==> config.mk <==
export PLATFORM = sky130hd
export DESIGN_NAME = dot_scan_ctrl
export DESIGN_NICKNAME = d
export VERILOG_FILES = /design/src/rtl/dot_scan_ctrl_pkg.sv /design/src/rtl/dot_frame_buf.sv /design/src/rtl/dot_scan_ctrl.sv
export SDC_FILE = /design/constraint.sdc
export NUM_CORES = 1
export LEC_CHECK = 0
export ABC_AREA = 1
export BUFFER_PORTS_ARGS = -buffer_cell sky130_fd_sc_hd__buf_2
export CAP_MARGIN = 20
export CORE_ASPECT_RATIO = 1.5
export CORE_MARGIN = 5
export CORE_UTILIZATION = 55
export CTS_CLUSTER_DIAMETER = 40
export DETAILED_ROUTE_END_ITERATION = 12
export HOLD_SLACK_MARGIN = 0.03
export MAX_ROUTING_LAYER = met4
export PLACE_DENSITY = 0.73
export SYNTH_ARGS = -nofsm -noshare
export SYNTH_HDL_FRONTEND = slang
export SYNTH_SLANG_ARGS = --single-unit
==> constraint.sdc <==
create_clock -name clk -period 2.2 [get_ports clk]
set_input_delay 0.11 -clock clk [delete_from_list [all_inputs] [get_ports clk]]
set_output_delay 0.11 -clock clk [all_outputs]
set_load 0.02 [all_outputs]
==> src/rtl/dot_scan_ctrl_pkg.sv <==
// Shared constants, scan state encoding and row-select helper for the
// 8x16 dot-matrix row scanner.
package dot_scan_ctrl_pkg;

  localparam int ROWS = 8;
  localparam int COLS = 16;
  localparam logic [7:0] ROW_OFF = 8'hFF;

  typedef enum logic [1:0] {
    IDLE,
    BLANK,
    SHOW
  } scan_state_t;

  // Row 0 is the top row and maps to the MSB of the active-low select.
  function automatic logic [7:0] row_sel(input logic [2:0] idx);
    return ~(8'h80 >> idx);
  endfunction

endpackage

==> src/rtl/dot_frame_buf.sv <==
// Two 8x16 image banks: one registered write port, one combinational
// read port, both addressed by bank select and row.
module dot_frame_buf
  import dot_scan_ctrl_pkg::*;
(
  input  logic            clk,
  input  logic            rst,
  input  logic            wr_en,
  input  logic            wr_bank,
  input  logic [2:0]      wr_row,
  input  logic [COLS-1:0] wr_data,
  input  logic            rd_bank,
  input  logic [2:0]      rd_row,
  output logic [COLS-1:0] rd_data
);

  logic [COLS-1:0] mem [2][ROWS];

  always_ff @(posedge clk or negedge rst) begin
    if (!rst) begin
      for (int b = 0; b < 2; b++) begin
        for (int r = 0; r < ROWS; r++) begin
          mem[b][r] <= '0;
        end
      end
    end else if (wr_en) begin
      mem[wr_bank][wr_row] <= wr_data;
    end
  end

  assign rd_data = mem[rd_bank][rd_row];

endmodule

==> src/rtl/dot_scan_ctrl.sv <==
// Row-scan scheduler: steps 8 rows with a blanking lead-in per row and
// swaps display/back banks only at frame boundaries.
module dot_scan_ctrl
  import dot_scan_ctrl_pkg::*;
#(
  parameter int DIV       = 2500,
  parameter int BLANK_CYC = 4
) (
  input  logic            clk,
  input  logic            rst,
  input  logic            enable,
  input  logic            wr_en,
  input  logic [2:0]      wr_row,
  input  logic [COLS-1:0] wr_data,
  input  logic            swap_req,
  output logic            swap_ack,
  output logic            frame_done,
  output logic [7:0]      row,
  output logic [COLS-1:0] col
);

  localparam int CW = (DIV > 1) ? $clog2(DIV) : 1;
  localparam logic [CW-1:0] CNT_LAST = CW'(DIV - 1);
  localparam logic [CW-1:0] CNT_SHOW = CW'(BLANK_CYC);

  logic [CW-1:0]   cnt;
  logic [2:0]      rc;
  logic            active;
  logic            pending;
  logic            frame_end;
  logic [COLS-1:0] rd_data;
  scan_state_t     state;

  always_comb begin
    state = IDLE;
    if (enable) begin
      state = (cnt < CNT_SHOW) ? BLANK : SHOW;
    end
  end

  assign frame_end = enable && (rc == 3'd7) && (cnt == CNT_LAST);

  // Producers always write the bank not being displayed.
  dot_frame_buf u_buf (
    .clk     (clk),
    .rst     (rst),
    .wr_en   (wr_en),
    .wr_bank (~active),
    .wr_row  (wr_row),
    .wr_data (wr_data),
    .rd_bank (active),
    .rd_row  (rc),
    .rd_data (rd_data)
  );

  always_ff @(posedge clk or negedge rst) begin
    if (!rst) begin
      cnt <= '0;
      rc  <= '0;
    end else if (!enable) begin
      cnt <= '0;
      rc  <= '0;
    end else if (cnt == CNT_LAST) begin
      cnt <= '0;
      rc  <= rc + 3'd1;
    end else begin
      cnt <= cnt + 1'b1;
    end
  end

  always_ff @(posedge clk or negedge rst) begin
    if (!rst) begin
      row <= ROW_OFF;
      col <= '0;
    end else begin
      case (state)
        SHOW: begin
          row <= row_sel(rc);
          col <= rd_data;
        end
        default: begin
          row <= ROW_OFF;
          col <= '0;
        end
      endcase
    end
  end

  // A request landing in the frame-end cycle itself is honoured at that edge.
  always_ff @(posedge clk or negedge rst) begin
    if (!rst) begin
      active     <= 1'b0;
      pending    <= 1'b0;
      swap_ack   <= 1'b0;
      frame_done <= 1'b0;
    end else begin
      frame_done <= frame_end;
      if (frame_end && (pending || swap_req)) begin
        active   <= ~active;
        pending  <= 1'b0;
        swap_ack <= 1'b1;
      end else begin
        swap_ack <= 1'b0;
        if (swap_req) begin
          pending <= 1'b1;
        end
      end
    end
  end

endmodule

==> flow_summary.toml <==
[placed_design]
hpwl_mm = 20.54
gp_congestion = 0.8104
io_buffer_count = 49
preCtsSetupSlack_ps = 496.9

[clocking]
cts_buffers = 30
htree_levels = 1
clk_pin_slew_ps = 70
tritoncts = "done"
insertion_delay_ps = 550
cts-root-buf = "clkbuf_16"
clockBufferDepth = 3
clock_sinks = 299

[synthesis]
netlist_instances = 1626
synthMuxAreaShare_pct = 0
synth-xor-area-share_pct = 0.06608
synth_area_mm2 = 0.01326
ys_seq_elements = 299
yosys_warnings = 0
ys_types = 23
synthSimpleGateAreaFrac_pct = 26.25
synth_fa_ha_area_share_pct = 0.6608
synth.net_count = 1657
yosysSeqAreaShare_pct = 56.52
synth_top_family_by_area = "simple AND/OR/NAND/NOR gates"
synth_compound_area_share_pct = 11.36
syn_avg_cell_area_um2 = 8.152

[global_routing]
track_usage_pct = 27.33
antenna_found_initial = 0
grt_max_degree = 82
grt_overflow = 0
grt_pass1_wl_mm = 58.02
grt_pass1_vias = 10980

[route]
dr.first_iter.drc_count = 1023
vias_per_cell = 5.653
dr.pass1.iters = 5
drt-total-wl_mm = 35.59
drc = 0
ant_nets = 0
wire_per_inst_um = 18.01
num_vias = 11170

[sta]
worst_slack_ps = 186.4
finalHoldViolCount = 0
worst_slew_pin_slew_ps = 607.4
fin_setup_tns_ps = 0
setup_viol = 0
whs_ps = 47.44
max_freq_mhz = 496.6
max-slew-margin-rel_pct = 59.46
period_needed_ps = 2014
skew_ps = 10.88
rsz0062_at_grt = "no"
period_share_pct = 91.53
final-max-slew-violation-count = 0

[cells_and_area]
final_common_cell = "nand2_1"
multi_input_area_mm2 = 0.005095
nets = 1664
final_cell_mix = "nand2_1, dfrtp_1, nand3_1"
antenna_cells = 0
utilization_pct = 63.08
synthToLayoutAreaGrowth_pct = 12.99
drive_above_1_share_pct = 9.837
seqCellArea_mm2 = 0.007497
num-fill-cells = 2032

[worst_setup_path]
critPathCaptureType = "register"
cp_data_required_time_ps = 2680
crit_chain = "buf_4 -> ha_1 -> ha_1 -> nand4_1 -> nor2_1 -> dlygate4sd3_1"
max_stage_delay_ps = 550
startpoint_type = "register"
crit_type = "register to register"
crit_path_top_delay_cell = "dlygate4sd3_1"
path_common_cell = "ha_1"
critPathArrivalTime_ps = 2500
worstPathMaxFanout = 15

[floorplan]
dieHeight_um = 200.1
core_area_mm2 = 0.02374
dieArea_mm2 = 0.02737
num_rows = 69
start_util_pct = 55.83
dieWidth_um = 136.8
pin_count = 50

[pwr]
power.density_mw_per_mm2 = 862.1
ir_worst_vdd_mv = 0.7306
p_leak_nw = 6.899
p_total_mw = 12.91

[outcome]
status = "finished, final reports clean"

[job]
cap_violations = 0

[min_path]
hold_path.class = "primary input to register"
-- registers in the layout, indices dropped and copies added, names as in the netlist --
register and flops:
rc 3, swap_ack 1, row 8, frame_done 1
active 1, u_buf.mem 256, cnt 12, col 16
pending 1
-- through the flow --
| stage | cell area [um^2] | cells |
|---|---|---|
| 2_1_floorplan | 13260 | 1626 |
| 3_3_place_gp | 13870 | 1915 |
| 3_5_place_dp | 13870 | 1915 |
| 4_1_cts | 14980 | 1976 |
| 5_1_grt | 14980 | 1976 |
| 6_report | 14980 | 1976 |
-- cell type report --
class,instances,area share (%)
Sequential cell,299,50.06
Multi-Input combinational cell,1161,34.02
Clock buffer,36,5.439
Timing Repair Buffer,97,5.113
Tap cell,319,2.665
Clock inverter,20,1.587
Inverter,44,1.119
-- path summary, 6_finish.rpt --
check                      depth (start not counted)  slack [ps]               from                          to
setup / recovery                                   6         190  rc[1]$_DFFE_PN0P_          swap_ack$_DFF_PN0_
hold / removal                                     3          50         wr_data[3]   u_buf.mem[67]$_DFFE_PN0P_
setup reg to reg                                   6         190  rc[1]$_DFFE_PN0P_          swap_ack$_DFF_PN0_
hold reg to reg                                    1         460   cnt[0]$_DFF_PN0_            cnt[0]$_DFF_PN0_
max in group asynchronous                          3        1290                rst  u_buf.mem[232]$_DFFE_PN0P_
min in group asynchronous                          2          90                rst            cnt[3]$_DFF_PN0_
-- synth_stat cells --
master,number,area share (%)
nor3b_1,2,0.11
nand2_1,496,14
clkbuf_1,69,2.0
nand4_1,3,0.14
and2_1,1,0.047
nor3_1,9,0.34
or2_1,1,0.047
xor2_1,1,0.066
dfrtp_1,291,55
nor2_1,144,4.1
inv_2,1,0.028
a21oi_1,114,4.3
buf_1,7,0.20
inv_1,41,1.2
clkinv_1,2,0.057
o21ai_0,183,6.9
dfstp_2,8,1.6
o21ai_1,1,0.038
a21oi_2,1,0.066
buf_2,46,1.7
nand3_1,197,7.4
ha_1,7,0.66
a31oi_1,1,0.047
-- timing repair --
| item | in CTS | in global routing |
|---|---|---|
| resized for setup | 0 | 0 |
| hold endpoints to repair | 241 | 0 |
| hold buffers | 5 | 0 |
| buffers inserted | 0 | 0 |
-- cells by family (layout without fill, tap and decap cells) --
logic type,count (synthesis),after routing
fa+ha+maj,7,7
buf+inv,166,197
flops,299,299
simple gates,853,853
compound gates,300,300
xor+xnor,1,1
-- power breakdown --
part | switching [mW] | total (mW) | internal, mW
Sequential | 0.261 | 6.23 | 5.97
Combinational | 0.868 | 1.33 | 0.462
Clock | 2.20 | 5.35 | 3.15
Total | 3.33 | 12.9 | 9.58
-- worst max-delay path, delay by kind of cell, from the launching register on --
kind                       cells  cell delay [ps]
and+or+nand+nor                2              290
adders and majority gates      2              440
buffers and inverters          2              830
DFF                            1              400
-- layer usage --
layer / vias to the layer above / GRT usage, % / wire length, um
met3: 72 / 4.669 / 2721
li1: 5305 / - / -
met1: 5369 / 35.90 / 14550
met2: 424 / 44.11 / 17390
met5: - / - / 0
met4: 0 / 7.313 / 929
No activity file was read; power rests on OpenSTA's default activity.
